--- src/rtl/jtdsp16_pkg.sv ---
// Shared definitions for the DSP16 do/redo loop sequencer: sizes, state
// encoding and the field layout of the decoder's do_data word.
package jtdsp16_pkg;

  localparam int DEPTH = 15;  // cache entries, i.e. the largest loop body
  localparam int AW    = 4;   // cache address width
  localparam int KW    = 7;   // loop-count width

  localparam int N_MSB = 10;
  localparam int N_LSB = 7;
  localparam int K_MSB = 6;

  typedef enum logic [1:0] {
    IDLE   = 2'd0,
    FILL   = 2'd1,
    REPLAY = 2'd2
  } state_t;

endpackage

--- src/rtl/jtdsp16_do_mem.sv ---
// Loop-body instruction cache: 15x16 register file, one cen-gated write port
// and one asynchronous read port so a replayed word is ready in the fetch cycle.
module jtdsp16_do_mem
  import jtdsp16_pkg::*;
(
  input  logic          clk,
  input  logic          cen,
  input  logic          we,
  input  logic [AW-1:0] waddr,
  input  logic [15:0]   wdata,
  input  logic [AW-1:0] raddr,
  output logic [15:0]   rdata
);

  logic [15:0] mem [DEPTH];

  // NOTE: the array has no reset; every slot is written in FILL before any
  // REPLAY can read it, so a reset would only add flops for nothing.
  always_ff @(posedge clk) begin
    if (cen && we) mem[waddr] <= wdata;
  end

  assign rdata = mem[raddr];

endmodule

--- src/rtl/jtdsp16_do_seq.sv ---
// DSP16 "do K { N words }" / "redo K" sequencer: captures the body on the first
// pass, replays it from the cache afterwards. Optional redo: JTDSP16_DO_REDO_EN.
module jtdsp16_do_seq
  import jtdsp16_pkg::*;
(
  input  logic        clk,
  input  logic        rst_n,
  input  logic        cen,
  input  logic        do_start,
  input  logic [10:0] do_data,
  input  logic        fetch,
  input  logic [15:0] rom_dout,
  output logic        cache_sel,
  output logic [15:0] cache_dout,
  output logic        pc_hold,
  output logic        no_int,
  output logic        busy,
  output logic        loop_done,
  output logic        err
);

  state_t        state, state_nxt;
  logic [AW-1:0] n_r, n_nxt;
  logic [AW-1:0] wr_ptr, wr_nxt;
  logic [AW-1:0] rd_ptr, rd_nxt;
  logic [KW-1:0] iter, iter_nxt;
  logic          done_nxt, err_nxt, mem_we;
  logic [AW-1:0] req_n, last_slot;
  logic [KW-1:0] req_k, req_iter;
  logic [15:0]   mem_rdata;
`ifdef JTDSP16_DO_REDO_EN
  logic [AW-1:0] last_n, last_nxt;
`endif

  assign req_n     = do_data[N_MSB:N_LSB];
  assign req_k     = do_data[K_MSB:0];
  assign req_iter  = (req_k == '0) ? KW'(1) : req_k;  // K=0 still runs once
  assign last_slot = n_r - AW'(1);

  // NOTE: every comb output gets a default first so no path infers a latch.
  always_comb begin
    state_nxt = state;
    n_nxt     = n_r;
    wr_nxt    = wr_ptr;
    rd_nxt    = rd_ptr;
    iter_nxt  = iter;
    done_nxt  = 1'b0;
    err_nxt   = 1'b0;
    mem_we    = 1'b0;
`ifdef JTDSP16_DO_REDO_EN
    last_nxt  = last_n;
`endif
    case (state)
      IDLE: begin
        if (do_start) begin
          if (req_n != '0) begin
            n_nxt     = req_n;
            iter_nxt  = req_iter;
            wr_nxt    = '0;
            err_nxt   = (req_k == '0);
            state_nxt = FILL;
`ifdef JTDSP16_DO_REDO_EN
            last_nxt  = req_n;
`endif
          end else begin
`ifdef JTDSP16_DO_REDO_EN
            // redo: the cache still holds the previous body, skip the fill
            if (last_n != '0) begin
              n_nxt     = last_n;
              iter_nxt  = req_iter;
              rd_nxt    = '0;
              err_nxt   = (req_k == '0);
              state_nxt = REPLAY;
            end else begin
              err_nxt = 1'b1;
            end
`else
            err_nxt = 1'b1;
`endif
          end
        end
      end
      FILL: begin
        err_nxt = do_start;  // nesting is not supported
        if (fetch) begin
          mem_we = 1'b1;
          wr_nxt = wr_ptr + AW'(1);
          if (wr_ptr == last_slot) begin
            if (iter == KW'(1)) begin
              state_nxt = IDLE;
              done_nxt  = 1'b1;
            end else begin
              iter_nxt  = iter - KW'(1);
              rd_nxt    = '0;
              state_nxt = REPLAY;
            end
          end
        end
      end
      REPLAY: begin
        err_nxt = do_start;
        if (fetch) begin
          if (rd_ptr == last_slot) begin
            rd_nxt = '0;
            if (iter == KW'(1)) begin
              state_nxt = IDLE;
              done_nxt  = 1'b1;
            end else begin
              iter_nxt = iter - KW'(1);
            end
          end else begin
            rd_nxt = rd_ptr + AW'(1);
          end
        end
      end
      default: state_nxt = IDLE;
    endcase
  end

  // NOTE: sequential state uses non-blocking assignments only, so every
  // register samples the pre-edge value of its neighbours.
  always_ff @(posedge clk or negedge rst_n) begin
    if (!rst_n) begin
      state     <= IDLE;
      n_r       <= '0;
      wr_ptr    <= '0;
      rd_ptr    <= '0;
      iter      <= '0;
      loop_done <= 1'b0;
      err       <= 1'b0;
`ifdef JTDSP16_DO_REDO_EN
      last_n    <= '0;
`endif
    end else if (cen) begin
      state     <= state_nxt;
      n_r       <= n_nxt;
      wr_ptr    <= wr_nxt;
      rd_ptr    <= rd_nxt;
      iter      <= iter_nxt;
      loop_done <= done_nxt;
      err       <= err_nxt;
`ifdef JTDSP16_DO_REDO_EN
      last_n    <= last_nxt;
`endif
    end
  end

  jtdsp16_do_mem u_mem (
    .clk   (clk),
    .cen   (cen),
    .we    (mem_we),
    .waddr (wr_ptr),
    .wdata (rom_dout),
    .raddr (rd_ptr),
    .rdata (mem_rdata)
  );

  // Source select and PC hold drop with the same edge that returns to IDLE,
  // so the next fetch reads the ROM word after the body.
  assign cache_sel  = (state == REPLAY);
  assign pc_hold    = (state == REPLAY);
  assign busy       = (state != IDLE);
  assign no_int     = busy;
  assign cache_dout = cache_sel ? mem_rdata : 16'h0000;

endmodule

--- config.mk ---
export PLATFORM = sky130hd
export DESIGN_NAME = jtdsp16_do_seq
export DESIGN_NICKNAME = d
export VERILOG_FILES = /design/src/rtl/jtdsp16_pkg.sv /design/src/rtl/jtdsp16_do_mem.sv /design/src/rtl/jtdsp16_do_seq.sv
export SDC_FILE = /design/constraint.sdc
export NUM_CORES = 1
export LEC_CHECK = 0
export CORE_AREA = 3 3 170 172
export CTS_CLUSTER_SIZE = 8
export DETAILED_ROUTE_END_ITERATION = 7
export DIE_AREA = 0 0 173 175
export PLACE_DENSITY_LB_ADDON = 0.25
export SETUP_SLACK_MARGIN = 0.3
export SYNTH_ARGS = -nofsm -noshare
export SYNTH_HDL_FRONTEND = slang
export SYNTH_HIERARCHICAL = 1
export SYNTH_SLANG_ARGS = --single-unit
--- constraint.sdc ---
create_clock -name clk -period 4.55 [get_ports clk]
set_input_delay 0.91 -clock clk [delete_from_list [all_inputs] [get_ports clk]]
set_output_delay 0.91 -clock clk [all_outputs]
set_load 0.05 [all_outputs]
==> results of run 1 <==
## cell families after synthesis
| family | share of synthesized area |
|---|---|
| AND/OR/NAND/NOR | 0.0679 |
| multiplexers | 0.120 |
| buffers and inverters | 0.0235 |
| flip-flops | 0.707 |
| XOR/XNOR | 0.0139 |
| AO/OA/AOI/OAI | 0.0569 |
| adder cells (fa/ha/maj) | 0.0102 |
## per-stage QoR
step	std cells	area (sq um)	hold WS [ns]	worst slack, ns	total power, mW
6_report	1126	13200	0.546	0.435	7.80
5_1_grt	1126	13200	0.589	0.337	8.19
4_1_cts	1126	13200	0.554	0.343	7.89
3_5_place_dp	1071	12100	0.533	0.735	5.29
3_3_place_gp	1071	12100	0.527	0.774	5.25
2_1_floorplan	644	11000	0.505	1.51	4.72
## worst min-delay path by stage
stage | endpoint | cells past startpoint | startpoint
final | err | 2 | err
after global routing | err | 2 | err
after CTS | err | 2 | err
after detailed placement | err | 2 | err
after global placement | err | 2 | err
after floorplan | n_r[1] | 1 | n_r[1]
## worst register-to-register path, cell delays in order, from the launching register on
cell and delay (ns):
dfrtp_1 0.40, inv_1 0.11, ha_1 0.88, inv_1 0.31, a21oi_2 0.44, a2111o_1 0.34
mux2_2 0.38
## what timing repair did
item,in CTS,in global routing
pin swaps,0,0
hold endpoints to repair,0,0
setup endpoints to repair,10,9
setup buffers,1,0
gates resized for setup,2,8
## state kept, by name (all words and copies together), names as in the netlist
name       flops
u_mem/mem    240
iter           7
n_r            4
rd_ptr         4
wr_ptr         4
state          2
err            1
loop_done      1
## report_power, final
group	leakage (nW)	switching, mW	internal, mW	total [mW]
clock	0.533	0.984	1.58	2.57
combinational	1.49	1.26	0.991	2.25
sequential	2.44	0.215	2.77	2.98
## layer usage
layer	up-vias	share of wire
li1	2713	-
met1	3120	0.45
met2	172	0.47
met3	44	0.055
met4	2	0.019
met5	-	0.00045
## cells in the final DEF, fill, tap and decap left out, drive strengths merged, types with 9 or more instances in the layout
| cell type | count |
|---|---|
| nor3 | 12 |
| inv | 14 |
| dfrtp | 23 |
| buf | 30 |
| and2 | 18 |
| o211ai | 13 |
| ha | 9 |
| nand2 | 26 |
| nor2 | 38 |
| nand3 | 9 |
| a21oi | 23 |
| nor2b | 14 |
| mux2i | 25 |
| nand2b | 11 |
| clkdlybuf4s50 | 46 |
| mux4 | 43 |
| xnor2 | 9 |
| clkbuf | 49 |
| edfxtp | 240 |
| a22oi | 11 |
| mux2 | 9 |
## cell type report
class | instances | area share
Sequential cell | 263 | 0.591
Multi-Input combinational cell | 335 | 0.227
Clock buffer | 49 | 0.0783
Timing Repair Buffer | 83 | 0.0598
Tap cell | 378 | 0.0358
Clock inverter | 5 | 0.00484
Inverter | 13 | 0.00370
==> flow_summary.yaml, run 1 <==
run_status:
  status: "completed"
global_routing:
  antenna_found_initial: 1
  grt_pass1_wl_microns: 38000
  busiest_layer: "met2"
  gr-usage-all-layers: 0.162
  gr-total-overflow: 0
  grt_pass1_vias: 6408
  met2_usage: 0.257
  grt_max_degree: 33
  grt_util_met3: 0.0363
  grt_util_met1: 0.225
yosys:
  ys_seq_area_frac: 0.707
  synth.distinct_cells: 57
  syn-num-nets: 685
  avgSynthCellArea_sq_um: 17.1
  ys_top_cells_by_area: "edfxtp_1 65%, mux4_2 8.6%, dfrtp_1 5.2%"
  ys.warnings.count: 6
  netlist.area_leader.share: 0.655
  yosys.area.top_type: "edfxtp_1"
  synth_cells: 644
  netlist_top_cells_count: "240 x edfxtp_1, 42 x mux4_2, 38 x nor2_1"
  synthesis.area_sq_mm: 0.0110
  synth_most_common_cell: "edfxtp_1"
  synth-main-ff-cell: "edfxtp_1"
  ys_async_sr_fraction: 0.0875
  synth_edf_count: 240
  ys_ff_latch: 263
critical_path:
  crit_family: "buffers and inverters"
  slowest_delay_ns: 0.80
  crit_required_ns: 3.64
  arrival_ns: 3.20
  worstPathCellList: "nor2b_1 > buf_4 > a22oi_1 > o211ai_1 > and2_1 > clkdlybuf4s50_1"
  crit_type: "reg -> out"
  crit_buf_inv: 2
  crit_start: "rd_ptr[3]"
  regToRegEndpoint: "iter[6]"
  worst-path-max-fanout: 18
  critPathCapture: "cache_dout[14]"
  cp_slowest_cell: "clkdlybuf4s50_1"
  cp-end-kind: "output pin"
  cp.depth: 6
  rr_worst_depth: 6
  startpoint_type: "flip-flop"
  r2r-start: "state[0]"
  rrSetupSlack_ns: 1.57
final_layout:
  antenna_cells: 0
  drive_above_1_share: 0.193
  fillCellCount: 2353
  multi_input_area_sq_mm: 0.00299
  area_growth_pct: 19.9
  seq_area_sq_mm: 0.00779
  nets: 776
  final_core_util: 0.478
sta:
  fmax_mhz: 243
  tightest_slew_ns: 1.10
  drv_slew: 0
  fin_skew_ns: 0.0217
  rsz0062_at_grt: "no"
  setup_violations: 0
  hold_violations: 0
  tns_ns: 0
  slew_headroom: 0.264
  final.min_clock_period_ns: 4.11
  fin_crit_sh: 0.904
detailed_routing:
  dr_total_vias: 6051
  vias_per_cell: 5.37
  first_pass_iters: 5
  antenna_left: 0
  drt_iter0_markers: 511
  drc: 0
  wl_microns: 24200
  wl_per_cell_microns: 21.5
pwr:
  leakage_nw: 4.46
  irDropWorstVdd_mv: 0.372
  power_density_mw_per_mm2: 591
flow_run:
  maxCapViolations: 0
placement:
  io_buffers: 53
  place_hpwl_microns: 15100
  place_congestion: 0.784
clock_network:
  numCtsBuffers: 39
  clk_pin_slew_worst_paths_ns: 0.05
  clockRootBuffer: "clkbuf_16"
  htreeDepth: 2
  hold_buffers: 0
  cts_tree: "yes"
  clockBufferDepth: 3
  clock_latency_ns: 0.52
  cts.sinks: 263
min_path:
  hold_class: "reg -> reg"
die:
  die_area_sq_mm: 0.0303
  die_h_microns: 175
  rows: 61
  io_pins: 54
  fp.dieW_microns: 173
  coreArea_sq_mm: 0.0276
  start_util: 0.398
Note: power is estimated with default switching activity, not from simulation.
==> run 2, diff against run 1 <==
Settings changed: CORE_AREA 3 3 170 172 to 3 3 136 138, DIE_AREA 0 0 173 175 to 0 0 139 141, HOLD_SLACK_MARGIN from default to 0.15.
==> flow_summary.yaml, run 2 (synthesis results as in run 1) <==
critical_path:
  crit_required_ns: 3.64
  cp-end-kind: "output pin"
  arrival_ns: 3.26
  startpoint_type: "flip-flop"
  worst-path-max-fanout: 14
  crit_type: "reg -> out"
detailed_routing:
  drt_iter0_markers: 661
  wl_microns: 25000
  vias_per_cell: 6.54
  antenna_left: 0
  dr_total_vias: 6355
  first_pass_iters: 5
  wl_per_cell_microns: 25.8
  drc: 0
final_layout:
  final_core_util: 0.752
  area_growth_pct: 18.3
  final_area_sq_mm: 0.0130
  regMostFlops: "u_mem/mem"
  nets: 772
  top_regs: "u_mem/mem (240), iter (7)"
  drive_above_1_share: 0.178
  final_common_cell: "edfxtp_1"
  largest_register_ffs: 240
  final_cell_mix: "240 x edfxtp_1, 49 x clkdlybuf4s50_1, 42 x mux4_2, 41 x clkbuf_16, 37 x nor2_1"
  antenna_cells: 0
placement:
  place_congestion: 0.825
  place_hpwl_microns: 15000
  postPlaceCellArea_sq_mm: 0.0119
  dp_worst_setup_slack_ns: 0.753
  io_buffers: 53
global_routing:
  gr-total-overflow: 0
  gr-usage-all-layers: 0.263
  grt_pass1_wl_microns: 39000
  grt_pass1_vias: 6675
  grt_max_degree: 36
  antenna_found_initial: 1
clock_network:
  numCtsBuffers: 38
  hold_buffers: 0
  clock_latency_ns: 0.51
  clockBufferDepth: 3
  clockRootBuffer: "clkbuf_16"
  cts_tree: "yes"
  htreeDepth: 2
  cts.sinks: 263
  clk_pin_slew_worst_paths_ns: 0.05
sta:
  fin_crit_sh: 0.916
  setup_slack_ns: 0.384
  fmax_mhz: 240
  tns_ns: 0
  drv_slew: 0
  hold_violations: 0
  setup_violations: 0
  final.min_clock_period_ns: 4.17
  tightest_slew_ns: 1.11
  slew_headroom: 0.262
  fin_skew_ns: 0.0101
  rsz0062_at_grt: "yes"
die:
  rows: 48
  die_area_sq_mm: 0.0196
  start_util: 0.636
  die_h_microns: 141
  fp.dieW_microns: 139
  coreArea_sq_mm: 0.0173
  io_pins: 54
pwr:
  power.total_mw: 7.84
  power_density_mw_per_mm2: 603
  irDropWorstVdd_mv: 0.529
  leakage_nw: 4.40
run_status:
  status: "completed"
min_path:
  hold_class: "reg -> reg"
flow_run:
  maxCapViolations: 0
## run 2: repair_timing
| action | 4_1_cts | 5_1_grt |
|---|---|---|
| setup endpoints to repair | 10 | 10 |
| resized for setup | 2 | 5 |
| setup buffers | 1 | 0 |
## run 2: power by group
part	internal, mW	leakage [nW]	total, mW	switching, mW
registers	2.77	2.44	2.99	0.221
logic	0.996	1.44	2.31	1.31
clock network	1.61	0.522	2.54	0.931
## run 2: worst paths after layout
kind | cells after the start | startpoint | endpoint | slack (ns)
hold / removal | 2 | err | err | 0.54
max in group asynchronous | 1 | rst_n | rd_ptr[1] | 2.78
hold reg to reg | 2 | err | err | 0.54
setup / recovery | 6 | rd_ptr[0] | cache_dout[14] | 0.38
min in group asynchronous | 1 | rst_n | n_r[2] | 1.00
setup reg to reg | 6 | state[0] | iter[6] | 1.52
## run 2: through the flow
step | instances | hold slack, ns
finish | 971 | 0.540
global route | 971 | 0.574
CTS | 971 | 0.546
detailed placement | 915 | 0.536
global placement | 915 | 0.524
floorplan | 644 | 0.505
## run 2: per-layer routing
| layer | GRT usage | wire (microns) |
|---|---|---|
| met5 | 0 | 20 |
| met3 | 0.0516 | 2030 |
| met1 | 0.364 | 9660 |
| met4 | 0.0906 | 546 |
| met2 | 0.429 | 12800 |
## run 2: layout make-up
| cell class | instances | area, sq um |
|---|---|---|
| Sequential cell | 263 | 7790 |
| Fill cell | 982 | 4290 |
| Multi-Input combinational cell | 335 | 2990 |
| Clock buffer | 55 | 1080 |
| Timing Repair Buffer | 80 | 826 |
| Tap cell | 225 | 282 |
| Inverter | 13 | 48.8 |
## run 2: worst max-delay path: stages, from the launching register on
cell	delay, ns
dfrtp_4	0.62
buf_4	0.32
mux4_2	0.54
a22oi_1	0.25
o211ai_1	0.11
and2_1	0.18
clkdlybuf4s50_1	0.70
==> run 3, diff against run 2 <==
Settings changed: CORE_AREA 3 3 136 138 to 3 3 156 120, DIE_AREA 0 0 139 141 to 0 0 159 123.
==> flow_summary.yaml, run 3 (synthesis results as in run 1) <==
run_status:
  status: "completed"
final_layout:
  nets: 776
  drive_above_1_share: 0.182
  antenna_cells: 0
  final_cell_mix: "240 x edfxtp_1, 46 x clkdlybuf4s50_1, 42 x mux4_2, 39 x clkbuf_16, 37 x nor2_1"
  top_regs: "u_mem/mem (240), iter (7)"
  final_common_cell: "edfxtp_1"
  largest_register_ffs: 240
  regMostFlops: "u_mem/mem"
  area_growth_pct: 17.7
global_routing:
  grt_max_degree: 40
  grt_pass1_vias: 6188
  antenna_found_initial: 0
  gr-total-overflow: 0
  grt_pass1_wl_microns: 37100
  gr-usage-all-layers: 0.257
critical_path:
  worst-path-max-fanout: 39
  cp.depth: 6
  arrival_ns: 3.21
  cp_slowest_cell: "clkdlybuf4s50_1"
  crit_family: "buffers and inverters"
  crit_required_ns: 3.64
  rrSetupSlack_ns: 1.47
  worstPathCellList: "buf_12 > mux4_2 > a22oi_1 > o211ai_1 > and2_1 > clkdlybuf4s50_1"
  rr_worst_depth: 7
  startpoint_type: "flip-flop"
  cp-end-kind: "output pin"
  crit_buf_inv: 2
  crit_type: "reg -> out"
  slowest_delay_ns: 0.69
detailed_routing:
  drc: 0
  vias_per_cell: 6.27
  drt_iter0_markers: 651
  wl_per_cell_microns: 24.9
  wl_microns: 24600
  antenna_left: 0
  first_pass_iters: 5
  dr_total_vias: 6206
die:
  io_pins: 54
  start_util: 0.631
  rows: 42
  die_area_sq_mm: 0.0196
  fp.dieW_microns: 159
  die_h_microns: 123
  coreArea_sq_mm: 0.0174
clock_network:
  cts.sinks: 263
  post_cts_buffers: 0
  hold_buffers: 0
  clockBufferDepth: 3
  clockRootBuffer: "clkbuf_16"
  cts_tree: "yes"
  numCtsBuffers: 38
  clk_pin_slew_worst_paths_ns: 0.05
  clock_latency_ns: 0.50
  htreeDepth: 2
sta:
  tns_ns: 0
  fin_crit_sh: 0.905
  final.min_clock_period_ns: 4.12
  fin_skew_ns: 0.0170
  fmax_mhz: 243
  tightest_slew_ns: 1.13
  slew_headroom: 0.243
  drv_slew: 0
  setup_violations: 0
  setup_slack_ns: 0.434
  hold_violations: 0
  rsz0062_at_grt: "no"
flow_run:
  maxCapViolations: 0
min_path:
  hold_class: "reg -> reg"
  whs_path_depth: 2
placement:
  dp_worst_setup_slack_ns: 0.862
  place_hpwl_microns: 14800
  place_congestion: 0.799
  io_buffers: 53
pwr:
  power_density_mw_per_mm2: 599
  leakage_nw: 4.42
  irDropWorstVdd_mv: 0.400
[run 3: changes by cell type in the layout (fill, tap and decap cells not counted)]
| cell | previous run | this run |
|---|---|---|
| nor2b_2 | 1 | 0 |
| dfrtp_1 | 21 | 20 |
| dfrtp_2 | 0 | 1 |
| clkbuf_1 | 14 | 13 |
| nor2b_1 | 13 | 14 |
| buf_4 | 20 | 30 |
| buf_8 | 1 | 0 |
| dlymetal6s2s_1 | 4 | 6 |
| inv_6 | 0 | 1 |
| buf_12 | 6 | 1 |
| clkdlybuf4s50_1 | 49 | 46 |
| dlygate4sd2_1 | 0 | 1 |
| clkbuf_16 | 41 | 39 |
[run 3: path summary, 6_finish.rpt]
check / from / to
min: loop_done / loop_done
max: rd_ptr[0] / cache_dout[4]
min reg2reg: loop_done / loop_done
max in group asynchronous: rst_n / rd_ptr[0]
min in group asynchronous: rst_n / wr_ptr[0]
max reg2reg: state[1] / u_mem/mem[0][14]
[run 3: power breakdown]
group	internal, mW	total [mW]	switching (mW)
clock	1.54	2.45	0.912
sequential	2.77	2.97	0.198
combinational	0.984	2.33	1.35
[run 3: final cells by class]
cell class,instances,area (sq um)
Multi-Input combinational cell,335,2980
Fill cell,1046,4500
Clock buffer,52,1020
Clock inverter,1,8.76
Sequential cell,263,7790
Timing Repair Buffer,84,790
Tap cell,242,303
Inverter,13,48.8
[run 3: worst register-to-register path, cell delays in order (launching register included)]
cell and delay, ns:
dfrtp_1 0.42, inv_1 0.10, ha_1 0.48, and2_1 0.26, nand2_1 0.10, or3_1 0.40, nor3_2 0.66, buf_4 0.35
[run 3: metrics by stage]
stage / std cells / total power [mW] / cell area, sq um / hold WS (ns) / utilization
3_5_place_dp: 937 / 5.31 / 11900 / 0.527 / 0.682
6_report: 990 / 7.75 / 12900 / 0.533 / 0.742
4_1_cts: 990 / 7.79 / 12900 / 0.536 / 0.741
5_1_grt: 990 / 8.09 / 12900 / 0.560 / 0.742
3_3_place_gp: 937 / 5.25 / 11900 / 0.516 / 0.682
2_1_floorplan: 644 / 4.72 / 11000 / 0.505 / -
[run 3: timing repair]
item	CTS	global route
resized for setup	2	8
endpoints found under the setup margin	2	14
cloned	0	0
[run 3: routing by layer]
metal | vias to the layer above | GRT usage | part of all wire
li1 | 2721 | - | -
met1 | 3147 | 0.364 | 0.41
met4 | 0 | 0.0760 | 0.016
met3 | 37 | 0.0626 | 0.092
met5 | - | 0 | 0
met2 | 301 | 0.410 | 0.48
